### src/rtl/fp_alu_frame_ctrl.sv
`default_nettype none
// ============================================================================
//  Module   : fp_alu_frame_ctrl
//  Purpose  : UART framing controller for the FP ALU. Collects operand A,
//             operand B and an op byte, runs the ALU, and returns the result
//             MSB-first. Define FRAME_CKSUM_EN to add a trailing XOR
//             checksum byte to each frame.
//  Revision : 1.0  initial release
// ============================================================================
module fp_alu_frame_ctrl #(
    parameter int DATA_W      = 32,
    parameter int ALU_LAT     = 0,
    parameter int TIMEOUT_CYC = 100000
) (
    input  logic              clk,
    input  logic              rst_n,
    input  logic [7:0]        rx_data,
    input  logic              rx_done,
    output logic [7:0]        tx_data,
    output logic              tx_start,
    input  logic              tx_busy,
    output logic [DATA_W-1:0] alu_a,
    output logic [DATA_W-1:0] alu_b,
    output logic [1:0]        alu_opcode,
    output logic              alu_addsub,
    input  logic [DATA_W-1:0] alu_result,
    output logic              busy,
    output logic              frame_err,
    output logic              rx_drop
);

    localparam int NBYTES = DATA_W / 8;
    localparam int CNT_W  = $clog2(ALU_LAT + NBYTES + 2) + 1;
    localparam int TO_W   = (TIMEOUT_CYC > 1) ? $clog2(TIMEOUT_CYC + 1) : 1;

    localparam logic [CNT_W-1:0] c_last_byte = CNT_W'(NBYTES - 1);
    localparam logic [CNT_W-1:0] c_last_lat  = CNT_W'(ALU_LAT);
    localparam logic [CNT_W-1:0] c_first_cnt = CNT_W'((NBYTES == 1) ? 0 : 1);

    typedef enum logic [2:0] {
        S_IDLE    = 3'd0,
        S_RX_A    = 3'd1,
        S_RX_B    = 3'd2,
        S_RX_OP   = 3'd3,
        S_RX_CK   = 3'd4,
        S_EXEC    = 3'd5,
        S_TX_LOAD = 3'd6,
        S_TX_WAIT = 3'd7
    } state_t;

    state_t            r_state;
    state_t            w_state_next;
    logic [CNT_W-1:0]  r_cnt;
    logic [CNT_W-1:0]  r_tx_last;
    logic [TO_W-1:0]   r_to_cnt;
    logic [DATA_W-1:0] r_sh_a;
    logic [DATA_W-1:0] r_sh_b;
    logic [DATA_W-1:0] r_tx_sh;
    logic              r_busy_seen;
    logic              w_in_rx;
    logic              w_in_xfer;
    logic              w_to_expire;
`ifdef FRAME_CKSUM_EN
    localparam logic [7:0] c_err_byte = 8'hEE;
    logic [2:0]        r_op;
    logic [7:0]        r_ck;
`endif

    function automatic logic [DATA_W-1:0] shift_in(input logic [DATA_W-1:0] cur,
                                                   input logic [7:0]        b);
        logic [DATA_W+7:0] t;
        t = {cur, b};
        return t[DATA_W-1:0];
    endfunction

    assign w_in_rx   = (r_state == S_RX_A) || (r_state == S_RX_B) ||
                       (r_state == S_RX_OP) || (r_state == S_RX_CK);
    assign w_in_xfer = (r_state == S_EXEC) || (r_state == S_TX_LOAD) ||
                       (r_state == S_TX_WAIT);
    assign busy      = (r_state != S_IDLE);

    // A byte arriving on the expiry cycle keeps the frame alive.
    generate
        if (TIMEOUT_CYC == 0) begin : g_no_timeout
            assign w_to_expire = 1'b0;
        end else begin : g_timeout
            assign w_to_expire = w_in_rx && !rx_done &&
                                 (r_to_cnt == TO_W'(TIMEOUT_CYC - 1));
        end
    endgenerate

    always_ff @(posedge clk or negedge rst_n) begin
        if (!rst_n) begin
            r_state <= S_IDLE;
        end else begin
            r_state <= w_state_next;
        end
    end

    always_comb begin
        w_state_next = r_state;
        case (r_state)
            S_IDLE:    if (rx_done) w_state_next = (NBYTES == 1) ? S_RX_B : S_RX_A;
            S_RX_A:    if (rx_done && r_cnt == c_last_byte) w_state_next = S_RX_B;
            S_RX_B:    if (rx_done && r_cnt == c_last_byte) w_state_next = S_RX_OP;
`ifdef FRAME_CKSUM_EN
            S_RX_OP:   if (rx_done) w_state_next = S_RX_CK;
            S_RX_CK:   if (rx_done) w_state_next = (rx_data == r_ck) ? S_EXEC : S_TX_LOAD;
`else
            S_RX_OP:   if (rx_done) w_state_next = S_EXEC;
`endif
            S_EXEC:    if (r_cnt == c_last_lat) w_state_next = S_TX_LOAD;
            S_TX_LOAD: if (!tx_busy) w_state_next = S_TX_WAIT;
            S_TX_WAIT: if (r_busy_seen && !tx_busy)
                           w_state_next = (r_cnt == r_tx_last) ? S_IDLE : S_TX_LOAD;
            default:   w_state_next = S_IDLE;
        endcase
        if (w_to_expire) w_state_next = S_IDLE;
    end

    always_ff @(posedge clk or negedge rst_n) begin
        if (!rst_n) begin
            r_cnt       <= '0;
            r_tx_last   <= '0;
            r_to_cnt    <= '0;
            r_sh_a      <= '0;
            r_sh_b      <= '0;
            r_tx_sh     <= '0;
            r_busy_seen <= 1'b0;
            tx_data     <= '0;
            tx_start    <= 1'b0;
            alu_a       <= '0;
            alu_b       <= '0;
            alu_opcode  <= '0;
            alu_addsub  <= 1'b0;
            frame_err   <= 1'b0;
            rx_drop     <= 1'b0;
`ifdef FRAME_CKSUM_EN
            r_op        <= '0;
            r_ck        <= '0;
`endif
        end else begin
            tx_start  <= 1'b0;
            frame_err <= w_to_expire;
            rx_drop   <= rx_done && w_in_xfer;

            if (!w_in_rx || rx_done || w_to_expire) begin
                r_to_cnt <= '0;
            end else begin
                r_to_cnt <= r_to_cnt + 1'b1;
            end

            case (r_state)
                S_IDLE: if (rx_done) begin
                    r_sh_a <= shift_in(r_sh_a, rx_data);
                    r_cnt  <= c_first_cnt;
`ifdef FRAME_CKSUM_EN
                    r_ck   <= rx_data;
`endif
                end
                S_RX_A: if (rx_done) begin
                    r_sh_a <= shift_in(r_sh_a, rx_data);
                    r_cnt  <= (r_cnt == c_last_byte) ? '0 : r_cnt + 1'b1;
`ifdef FRAME_CKSUM_EN
                    r_ck   <= r_ck ^ rx_data;
`endif
                end
                S_RX_B: if (rx_done) begin
                    r_sh_b <= shift_in(r_sh_b, rx_data);
                    r_cnt  <= (r_cnt == c_last_byte) ? '0 : r_cnt + 1'b1;
`ifdef FRAME_CKSUM_EN
                    r_ck   <= r_ck ^ rx_data;
`endif
                end
`ifdef FRAME_CKSUM_EN
                S_RX_OP: if (rx_done) begin
                    r_op  <= rx_data[2:0];
                    r_ck  <= r_ck ^ rx_data;
                    r_cnt <= '0;
                end
                S_RX_CK: if (rx_done) begin
                    r_cnt <= '0;
                    if (rx_data == r_ck) begin
                        alu_a      <= r_sh_a;
                        alu_b      <= r_sh_b;
                        alu_opcode <= r_op[1:0];
                        alu_addsub <= r_op[2];
                    end else begin
                        // Bad checksum: report and answer with a single error byte.
                        frame_err <= 1'b1;
                        r_tx_sh   <= DATA_W'(c_err_byte) << (DATA_W - 8);
                        r_tx_last <= '0;
                    end
                end
`else
                S_RX_OP: if (rx_done) begin
                    alu_a      <= r_sh_a;
                    alu_b      <= r_sh_b;
                    alu_opcode <= rx_data[1:0];
                    alu_addsub <= rx_data[2];
                    r_cnt      <= '0;
                end
`endif
                S_EXEC: begin
                    if (r_cnt == c_last_lat) begin
                        r_tx_sh   <= alu_result;
                        r_tx_last <= c_last_byte;
                        r_cnt     <= '0;
                    end else begin
                        r_cnt <= r_cnt + 1'b1;
                    end
                end
                S_TX_LOAD: if (!tx_busy) begin
                    tx_data  <= r_tx_sh[DATA_W-1 -: 8];
                    tx_start <= 1'b1;
                end
                S_TX_WAIT: begin
                    if (tx_busy) r_busy_seen <= 1'b1;
                    if (r_busy_seen && !tx_busy) begin
                        r_busy_seen <= 1'b0;
                        r_tx_sh     <= r_tx_sh << 8;
                        r_cnt       <= (r_cnt == r_tx_last) ? '0 : r_cnt + 1'b1;
                    end
                end
                default: ;
            endcase

            if (w_to_expire) r_cnt <= '0;
        end
    end

endmodule
`default_nettype wire

### config.mk
export PLATFORM = sky130hd
export DESIGN_NAME = fp_alu_frame_ctrl
export DESIGN_NICKNAME = d
export VERILOG_FILES = /design/src/rtl/fp_alu_frame_ctrl.sv
export SDC_FILE = /design/constraint.sdc
export NUM_CORES = 1
export LEC_CHECK = 0
export ABC_CLOCK_PERIOD_IN_PS = 3100
export CAP_MARGIN = 20
export CORE_MARGIN = 3
export CORE_UTILIZATION = 50
export DETAILED_ROUTE_END_ITERATION = 8
export PLACE_DENSITY = 0.8
export RECOVER_POWER = 50
export SYNTH_ARGS = -nofsm -noshare
export SYNTH_HDL_FRONTEND = slang
export SYNTH_SLANG_ARGS = --single-unit
### constraint.sdc
create_clock -name clk -period 3.1 [get_ports clk]
set_input_delay 0.62 -clock clk [delete_from_list [all_inputs] [get_ports clk]]
set_output_delay 0.62 -clock clk [all_outputs]
set_load 0.02 [all_outputs]
# Word level (Yosys, flattened, before mapping)
# Index checks and enable logic that the tools add are counted.
# word_totals
reg_bits,200
inputBits,44
output_inout_bits,79
wordCells,98
# op_classes
n_addsub,2
n_eq_ne,20
mux,27
bitwise,1
n_reduce_logical,32
# op_table
cell,count
$mux 32,2
$pmux 32 s2,1
$mux 4,8
$mux 3,9
$pmux 3 s7,1
$pmux 4 s5,1
$add 17x1->17 const B,1
$eq 17x17->1 const B,1
$mux 17,1
$eq 3x3->1 const B,4
$ne 3x2->1 const B,4
$reduce_and 2->1,6
$ne 3x3->1 const B,3
$logic_or 1x1->1,7
$reduce_and 7->1,1
$eq 3x2->1 const B,2
$reduce_bool 6->1,1
$logic_and 1x1->1,5
$reduce_and 5->1,1
$add 4x1->4 const B,1
$eq 4x2->1,1
$eq 4x2->1 const B,1
$logic_not 4->1,1
$mux 1,4
other kinds (10),15

# Logic depth before layout (Yosys ltp)
# Gate-level depths: netlist (run 1).
# logic_depth
word_depth,8
depth_mapped,8
mapped_depth_nobuf,7

# Worst setup path after synthesis (run 1)
# No wires, ideal clock.
# synth_path
kind,register -> register
startpoint,register r_cnt[0]
endpoint,register r_state[2]
setup_ns,0.096
arrival_time_ns,1.784
required_time_ns,3.004
path_slack_ns,1.220
stages_incl_launch_ff,8
n_path_buf,0
cell_sequence,dfrtp_1 > inv_1 > ha_1 > or3b_4 > a22oi_4 > nand3_4 > o21a_1 > nor4_2
# synth_via
elab_chain_len,5
word_cells_on_any_way,12
# synth_rtl
element,line,text
from (decl),53,logic [CNT_W-1:0] r_cnt;
from (signal assigned),156,r_cnt <= c_first_cnt;
from (signal assigned),163,r_cnt <= (r_cnt == c_last_byte) ? '0 : r_cnt + 1'b1;
from (signal assigned),170,r_cnt <= (r_cnt == c_last_byte) ? '0 : r_cnt + 1'b1;
$eq 4x2->1,115,w_state_next = (r_cnt == r_tx_last) ? S_IDLE : S_TX_LOAD;
$mux 3,115,
$mux 3,114,S_TX_WAIT: if (r_busy_seen && !tx_busy)
$pmux 3 s7,102,case (r_state)
$mux 3,118,if (w_to_expire) w_state_next = S_IDLE;
to (signal assigned),96,r_state <= w_state_next;
to (decl),51,state_t r_state;
# Parallel ways exist; a longest one is shown, timed or not. The select of a mux whose other input is x is not followed.
# A chain may end at the register's enable or synchronous reset.

# Final worst setup path (run 1)
# layout_path
startpoint,register r_state[0]
endpoint,output busy
# layout_via
elab_chain_len,1
# layout_rtl
element,line,text
$reduce_bool 3->1,80,assign busy = (r_state != S_IDLE);
to (decl),27,"output logic busy,"
# Every way passes these cells.

==> results of run 1 <==
-- worst min-delay path: cells and delay by family, from the launching register on --
kind	cells	cell delay [ps]
AO/OA/AOI/OAI	1	60
flip-flops	1	340
AND/OR/NAND/NOR	1	40
-- sequential cells by signal, indices dropped and copies added, names as in the netlist --
signal	cells
rx_drop	1
r_sh_a	32
r_to_cnt	17
r_tx_last	1
alu_b	32
r_sh_b	32
alu_a	32
tx_data	8
r_tx_sh	32
frame_err	1
r_state	3
alu_addsub	1
r_busy_seen	1
tx_start	1
alu_opcode	2
r_cnt	4
-- through the flow --
| step | util [%] | hold WS, ps | worst slack, ps |
|---|---|---|---|
| after floorplan | - | 324 | 1220 |
| after global placement | 60.4 | 457 | 488 |
| after detailed placement | 60.4 | 465 | 387 |
| after CTS | 64.0 | 252 | 351 |
| after global routing | 63.8 | 501 | 140 |
| final | 63.8 | 476 | 396 |
-- cells in the final DEF (no fill, tap or decap), types with 3 or more instances in the layout --
master / n
dfrtp_1: 200
mux2_2: 139
clkdlybuf4s50_1: 117
nand2_1: 56
o21ai_0: 35
nor2_1: 27
mux2i_1: 24
clkbuf_16: 17
xnor2_1: 9
nand3_1: 9
nand4_1: 8
inv_1: 7
xor2_1: 7
or3_1: 5
a21oi_1: 5
nor3_1: 4
clkbuf_2: 4
dlygate4sd3_1: 4
ha_1: 3
clkinv_4: 3
inv_8: 3
inv_6: 3
-- power by group through the flow --
stage / clock network (mW) / registers (mW) / logic, mW
after CTS: 2.21 / 4.61 / 4.34
after global routing: 2.32 / 4.75 / 4.62
after detailed placement: 0 / 4.65 / 4.30
after global placement: 0 / 4.58 / 4.15
after floorplan: 0 / 4.96 / 2.27
final: 2.16 / 4.59 / 4.26
-- how the worst max path moves through the flow --
stage | from | end | slack, ps
global placement | tx_busy | r_tx_sh[15]$_DFFE_PN0P_ | 490
CTS | r_state[0]$_DFFE_PN0P_ | busy | 350
global route | rst_n | r_sh_b[4]$_DFFE_PN0P_ | 140
detailed placement | tx_busy | r_tx_sh[13]$_DFFE_PN0P_ | 390
floorplan | r_cnt[0]$_DFFE_PN0P_ | r_state[2]$_DFFE_PN0P_ | 1220
finish | r_state[0]$_DFFE_PN0P_ | busy | 400
-- cell type report --
| type | count | share of cell area (%) |
|---|---|---|
| Clock buffer | 20 | 4.38 |
| Clock inverter | 12 | 1.29 |
| Inverter | 7 | 0.258 |
| Multi-Input combinational cell | 371 | 29.8 |
| Sequential cell | 200 | 49.0 |
| Tap cell | 216 | 2.65 |
| Timing Repair Buffer | 129 | 12.6 |
-- cell families after synthesis --
logic type / Yosys count
buffers and inverters: 35
XOR/XNOR: 16
flip-flops: 200
multiplexers: 163
AO/OA/AOI/OAI: 57
adder cells (fa/ha/maj): 3
AND/OR/NAND/NOR: 132
-- layer usage --
metal | track usage [%] | up-vias | wire, um
li1 | - | 2382 | -
met1 | 22.4 | 2577 | 6560
met2 | 31.6 | 132 | 8170
met3 | 6.90 | 22 | 1030
met4 | 5.66 | 0 | 208
met5 | 0 | - | 0
==> reports/metrics.yaml, run 1 <==
status:
  outcome: "complete, but fails checks"
  violations: "max-capacitance violations, max-slew violations"
floorplan:
  initial_core_util_pct: 51.3
  io_pins: 123
  die_area_um2: 18000
  core_area_um2: 16000
  die_x_um: 134
  rows: 46
  die_y_um: 134
critical_path:
  path_cells: "or3_1 -> clkdlybuf4s50_1"
  critPathMaxFanout: 19
  start_kind: "register"
  cp.buffers_inverters: 1
  cp.arrival_ps: 2080
  crit_cells: 2
  critical_path.top_delay_family: "flip-flops"
  r2r-start: "r_state[2]$_DFFE_PN0P_"
  reg2regPathDepth: 4
  slowest_delay_ps: 610
  critical_path.slowest_cell: "dfrtp_1"
  crit_type: "reg -> out"
  critPathRequiredTime_ps: 2480
  r2r_end: "r_sh_b[18]$_DFFE_PN0P_"
  reg2reg_slack_ps: 720
  endpoint_kind: "primary output"
place:
  portBuffers: 122
  postPlaceCellArea_um2: 9670
  gp_congestion: 0.837
  numPlacedInstances: 923
  dp_hpwl_um: 10700
detailed_routing:
  drt-initial-drc-count: 400
  antenna_left: 0
  num_vias: 5113
  drt_wl_total_um: 16000
  drc: 0
  wl_per_cell_um: 16.7
  dr.pass1.iters: 4
  vias_per_cell: 5.35
synth:
  synth_edf_count: 0
  yosys.area.top_type_share_pct: 60.9
  yosys_register_bits: 200
  yosys.area_share.xor_xnor_pct: 1.71
  synth.net_count: 653
  synth_most_common_cell: "dfrtp_1"
  synth_area_leaders: "dfrtp_1 61%, mux2_2 19%, mux2i_1 2.9%, nand2_1 2.6%, o21ai_0 2.1%"
  synth_compound_area_share_pct: 4.25
  synth_seq_area_share_pct: 60.9
  synthFlopType: "dfrtp_1"
  netlist_area_um2: 8210
  ys_types: 51
  synth_top_family_by_area: "multiplexers"
  yosysTopAreaCell: "dfrtp_1"
  synth_mux_area_share_pct: 22.0
  synth-simple-area-share_pct: 8.55
  async_flop_share_pct: 100
  synth_cells: 606
  yosysWarnings: 0
  avgSynthCellArea_um2: 13.6
  synth_fa_ha_area_share_pct: 0.457
  yosys-top-cells-count: "200 x dfrtp_1, 139 x mux2_2, 56 x nand2_1"
global_routing:
  grt_pass1_vias: 5424
  overflow: 0
  grt_max_degree: 89
  grtUsageTotal_pct: 18.7
  antenna_found_initial: 0
  grt_pass1_wl_um: 26800
clock_network:
  clockRootBuffer: "clkbuf_16"
  cts.sinks: 200
  postCtsHoldBufs: 0
  clock_latency_ps: 440
  cts_resized: 0
  cts_setup_buffers: 0
  clkTransAtPathRegs_ps: 70
  cts_made_buffers: 17
  cts_tree: "built"
  cts-htree-levels: 4
  cts_buffer_depth: 2
flow_run:
  maxCapViolCount: 1
power_and_ir_drop:
  power.total_mw: 11.0
  p_leak_nw: 4.37
  power_density_nw_per_um2: 1080
  switching_share_pct: 34.5
  ir_worst_vdd_mv: 0.730
  p_int_mw: 7.21
  p_seq_share_pct: 41.7
  power_frac_comb_pct: 38.7
  switchingPower_mw: 3.79
  clock_power_share_pct: 19.6
sta:
  min_period_ps: 2700
  slew_headroom_pct: -45.1
  fin_worst_skew_ps: 8.16
  max_freq_mhz: 370
  setup_violations: 0
  hold_viol_final: 0
  rsz0062_at_grt: "no"
  worst_slew_pin_slew_ps: 2180
  fin_crit_sh_pct: 87.2
  final.setup.tns_ps: 0
  slew_viol_final: 88
final_layout:
  fillers: 1221
  area_growth_pct: 24.2
  stdcell_count: 955
  antenna_cells: 0
  regArea_um2: 5000
  final_area_um2: 10200
  drive_above_1_share_pct: 25.8
  multi_input_area_um2: 3040
  nNetsFinal: 773
min_path:
  hold_class: "reg -> reg"
  min_from: "r_tx_sh[30]$_DFFE_PN0P_"
  min_path_cells: 2
  hold_end: "r_tx_sh[30]$_DFFE_PN0P_"
(Power assumes the default switching activity.)
==> inputs of run 2 (changes only) <==
ABC_CLOCK_PERIOD_IN_PS = 2400   (was 3100)
CORE_UTILIZATION = 49   (was 50)
PLACE_DENSITY = 0.81   (was 0.8)
clock period = 2.4 ns   (was 3.1 ns; I/O delays follow)
==> reports/metrics.yaml, run 2 (synthesized netlist as in run 1, its figures left out) <==
min_path:
  min_path_cells: 2
  hold_class: "reg -> reg"
  min_from: "r_tx_sh[24]$_DFFE_PN0P_"
sta:
  worst_slew_pin_slew_ps: 1280
  fin_worst_skew_ps: 6.92
  max_freq_mhz: 466
  setup_violations: 0
  rsz0062_at_grt: "no"
  min_period_ps: 2140
  slew_viol_final: 0
  whs_ps: 481
  final.setup.tns_ps: 0
  hold_viol_final: 0
  slew_headroom_pct: 14.9
  fin_crit_sh_pct: 89.3
final_layout:
  final_cell_mix: "200 x dfrtp_1, 139 x mux2_2, 119 x clkdlybuf4s50_1"
  layout_commonest_cell: "dfrtp_1"
  regArea_um2: 5000
  multi_input_area_um2: 3030
  area_growth_pct: 25.4
  fillers: 1186
  drive_above_1_share_pct: 26.1
  antenna_cells: 0
  nNetsFinal: 782
clock_network:
  clkTransAtPathRegs_ps: 70
  cts_buffer_depth: 2
  clock_latency_ps: 430
  cts_tree: "built"
  cts_setup_buffers: 0
  clockRootBuffer: "clkbuf_16"
  cts-htree-levels: 4
  cts_made_buffers: 17
  cts.sinks: 200
global_routing:
  grt_use_met3_pct: 6.84
  overflow: 0
  antenna_found_initial: 0
  grt_pass1_wl_um: 27600
  grtUsageMet2_pct: 32.5
  grtUsageTotal_pct: 19.0
  top_usage_layer: "met2"
  grt_max_degree: 69
  grt_pass1_vias: 5626
  gr-usage-met1_pct: 22.7
critical_path:
  critPathMaxFanout: 12
  cp.arrival_ps: 2460
  r2r-start: "r_state[1]$_DFFE_PN0P_"
  reg2regPathDepth: 4
  critPathRequiredTime_ps: 2710
  crit_type: "reg -> reg"
  endpoint_kind: "register"
  start_kind: "register"
  worstSetupStartpoint: "r_state[1]$_DFFE_PN0P_"
place:
  portBuffers: 122
  gp_congestion: 0.897
  dp_hpwl_um: 11200
power_and_ir_drop:
  power.total_mw: 14.4
  ir_worst_vdd_mv: 0.833
  power_density_nw_per_um2: 1390
  switching_share_pct: 34.2
  clock_power_share_pct: 19.5
  power_frac_comb_pct: 39.7
  p_leak_nw: 4.40
  p_seq_share_pct: 40.9
  switchingPower_mw: 4.91
  p_int_mw: 9.46
floorplan:
  initial_core_util_pct: 51.0
  core_area_um2: 16100
  io_pins: 123
  die_area_um2: 18400
  rows: 46
  die_y_um: 135
  die_x_um: 135
detailed_routing:
  drc: 0
  drt_wl_total_um: 16400
  antenna_left: 0
  dr.pass1.iters: 5
  vias_per_cell: 5.36
  wl_per_cell_um: 17.0
  drt-initial-drc-count: 300
  num_vias: 5160
flow_run:
  maxCapViolCount: 0
status:
  outcome: "finished clean"
## run 2: changes by cell type in the layout (fill, tap and decap cells not counted), moves of 2 or more
| cell | before | now |
|---|---|---|
| buf_4 | 2 | 7 |
| clkinvlp_4 | 2 | 4 |
| clkbuf_2 | 4 | 1 |
| inv_6 | 3 | 1 |
| dlygate4sd3_1 | 4 | 2 |
| buf_12 | 2 | 5 |
| clkdlybuf4s50_1 | 117 | 119 |
| clkinv_2 | 0 | 2 |
## run 2: cell type report
cell class / count / share of cell area (%)
repair buffers: 138 / 13.6
inverters: 7 / 0.255
well taps: 216 / 2.62
clock inverters: 13 / 1.45
multi-input cells: 371 / 29.4
flip-flops and latches: 200 / 48.6
clock buffers: 18 / 4.17
## run 2: timing repair
item / 4_1_cts / 5_1_grt
cloned: 0 / 0
setup endpoints to repair: 1 / 1
hold buffers: 1 / 0
pin swaps: 0 / 0
resized for setup: 1 / 1
hold endpoints to repair: 15 / 0
## run 2: power groups by stage
stage               clock, mW  sequential [mW]  combinational, mW
global route             3.02             6.07               6.19
finish                   2.80             5.87               5.70
detailed placement          0             5.92               5.77
global placement            0             5.83               5.58
floorplan                   0             6.41               2.93
CTS                      2.87             5.89               5.82
## run 2: final timing paths
path                                      endpoint  slack (ps)
setup reg to reg            tx_data[4]$_DFFE_PN0P_         260
hold reg to reg            r_tx_sh[24]$_DFFE_PN0P_         480
min in group asynchronous   r_sh_a[30]$_DFFE_PN0P_         860
max in group asynchronous    alu_a[15]$_DFFE_PN0P_         480
setup / recovery            tx_data[4]$_DFFE_PN0P_         260
hold / removal             r_tx_sh[24]$_DFFE_PN0P_         480
## run 2: critical path: stages (launching register included)
cell and delay [ps]:
dfrtp_1 600, inv_1 230, nor4_1 370, clkbuf_1 440
mux2_2 400
## run 2: per-layer routing
layer  vias to the layer above  part of all wire, %
li1                       2403                    -
met1                      2600                   40
met2                       135                   52
met3                        22                  6.5
met4                         0                  1.6
met5                         -                    0
## run 2: metrics by stage
stage	cells	cell area (um2)	util, %	worst slack (ps)
after global placement	931	9760	60.6	148
final	963	10300	63.9	256
after floorplan	606	8210	-	520
after global routing	963	10300	63.9	138
after detailed placement	931	9760	60.6	63.4
after CTS	963	10400	64.2	39.4
==> inputs of run 3 (changes only) <==
CORE_UTILIZATION = 40   (was 49)
PLACE_DENSITY = 0.69   (was 0.81)
==> reports/metrics.yaml, run 3 (synthesized netlist as in run 1, its figures left out) <==
sta:
  final.setup.tns_ps: 0
  worst_slew_pin_slew_ps: 1720
  max_freq_mhz: 447
  hold_viol_final: 0
  worst_slack_ps: 161
  min_period_ps: 2240
  setup_violations: 0
  fin_worst_skew_ps: 9.14
  slew_headroom_pct: -14.5
  fin_crit_sh_pct: 93.3
  slew_viol_final: 65
  rsz0062_at_grt: "no"
critical_path:
  endpoint_kind: "primary output"
  r2r-start: "r_cnt[0]$_DFFE_PN0P_"
  critical_path.slowest_cell: "clkdlybuf4s50_1"
  start_kind: "register"
  r2r_end: "r_tx_sh[10]$_DFFE_PN0P_"
  cp.arrival_ps: 1760
  critPathRequiredTime_ps: 1920
  critPathMaxFanout: 8
  crit_type: "reg -> out"
  reg2reg_slack_ps: 270
  slowest_delay_ps: 550
  path_cells: "or3_1 -> clkdlybuf4s50_1"
  reg2regPathDepth: 7
detailed_routing:
  drc: 0
  drt-initial-drc-count: 224
  dr.pass1.iters: 4
  wl_met3_um: 755
  wl_met2_um: 8570
  num_vias: 5060
  antenna_left: 0
  drt_wl_total_um: 16500
  vias_per_cell: 5.01
  highest_layer: "met4"
  wl_met1_um: 6980
  wl_per_cell_um: 16.3
clock_network:
  cts_tree: "built"
  clock_latency_ps: 420
  clkTransAtPathRegs_ps: 70
  clockRootBuffer: "clkbuf_16"
  cts-htree-levels: 4
  postCtsHoldBufs: 0
  cts.sinks: 200
  cts_setup_buffers: 0
  cts_buffer_depth: 2
  cts_resized: 0
  cts_made_buffers: 17
final_layout:
  fillers: 1674
  area_growth_pct: 26.1
  nNetsFinal: 781
  layout_commonest_cell: "dfrtp_1"
  final_cell_mix: "200 x dfrtp_1, 139 x mux2_2, 117 x clkdlybuf4s50_1"
  drive_above_1_share_pct: 26.3
  antenna_cells: 0
floorplan:
  die_area_um2: 22300
  die_x_um: 149
  rows: 51
  initial_core_util_pct: 41.4
  die_y_um: 149
  io_pins: 123
  core_area_um2: 19800
status:
  violations: "max-capacitance violations, max-slew violations"
  outcome: "complete, but fails checks"
power_and_ir_drop:
  ir_worst_vdd_mv: 0.762
  p_leak_nw: 4.42
  power_density_nw_per_um2: 1380
flow_run:
  maxCapViolCount: 1
place:
  portBuffers: 122
  dp_hpwl_um: 11300
  gp_congestion: 0.896
  post-place-ws_ps: 134
global_routing:
  grt_pass1_vias: 5489
  antenna_found_initial: 0
  grt_max_degree: 68
  grt_pass1_wl_um: 27800
  grtUsageTotal_pct: 15.5
  overflow: 0
min_path:
  min_from: "r_busy_seen$_DFFE_PN0P_"
  hold_class: "reg -> reg"
  min_path_cells: 2
  hold_end: "r_busy_seen$_DFFE_PN0P_"
run 3: through the flow:
stage                     area [um2]  hold slack [ps]  utilization [%]  cells  power, mW
after floorplan                 8210              184                -    606       9.34
final                          10400              473             52.2   1010       14.3
after global placement          9820              451             49.5    980       11.4
after global routing           10400              499             52.2   1010       15.3
after CTS                      10400             58.0             52.4   1010       14.6
after detailed placement        9820              465             49.5    980       11.7
run 3: area by class of cell:
type | instances | area [um2] | area share (%)
Tap cell | 265 | 332 | 3.20
Sequential cell | 200 | 5000 | 48.3
Multi-Input combinational cell | 371 | 3030 | 29.3
Timing Repair Buffer | 137 | 1390 | 13.4
Clock inverter | 10 | 121 | 1.17
Clock buffer | 20 | 457 | 4.41
Inverter | 7 | 26.3 | 0.254
run 3: worst max-delay path by stage:
stage          depth (start not counted)              startpoint                     end  slack [ps]
2_1_floorplan                          7    r_cnt[0]$_DFFE_PN0P_  r_state[2]$_DFFE_PN0P_         520
3_3_place_gp                           5                 rx_done  r_sh_b[24]$_DFFE_PN0P_         180
3_5_place_dp                           5                 rx_done   r_sh_b[4]$_DFFE_PN0P_         130
4_1_cts                                2  r_state[2]$_DFFE_PN0P_                    busy         130
5_1_grt                                2  r_state[2]$_DFFE_PN0P_                    busy          60
6_report                               2  r_state[2]$_DFFE_PN0P_                    busy         160
run 3: critical path, delay by kind of cell (launching register included):
kind	cells	cell delay, ps
buffers and inverters	1	550
flip-flops	1	450
AND/OR/NAND/NOR	1	350
run 3: layer usage:
| layer | up-vias | GRT usage, % |
|---|---|---|
| li1 | 2384 | - |
| met1 | 2528 | 19.6 |
| met2 | 130 | 26.3 |
| met5 | - | 0 |
| met4 | 0 | 4.53 |
| met3 | 18 | 4.07 |
run 3: power breakdown:
group          total [mW]  switching, mW  internal [mW]
Sequential           5.84          0.930           4.91
Combinational        5.70           2.70           3.00
Clock                2.79           1.20           1.59
Total                14.3           4.83           9.50
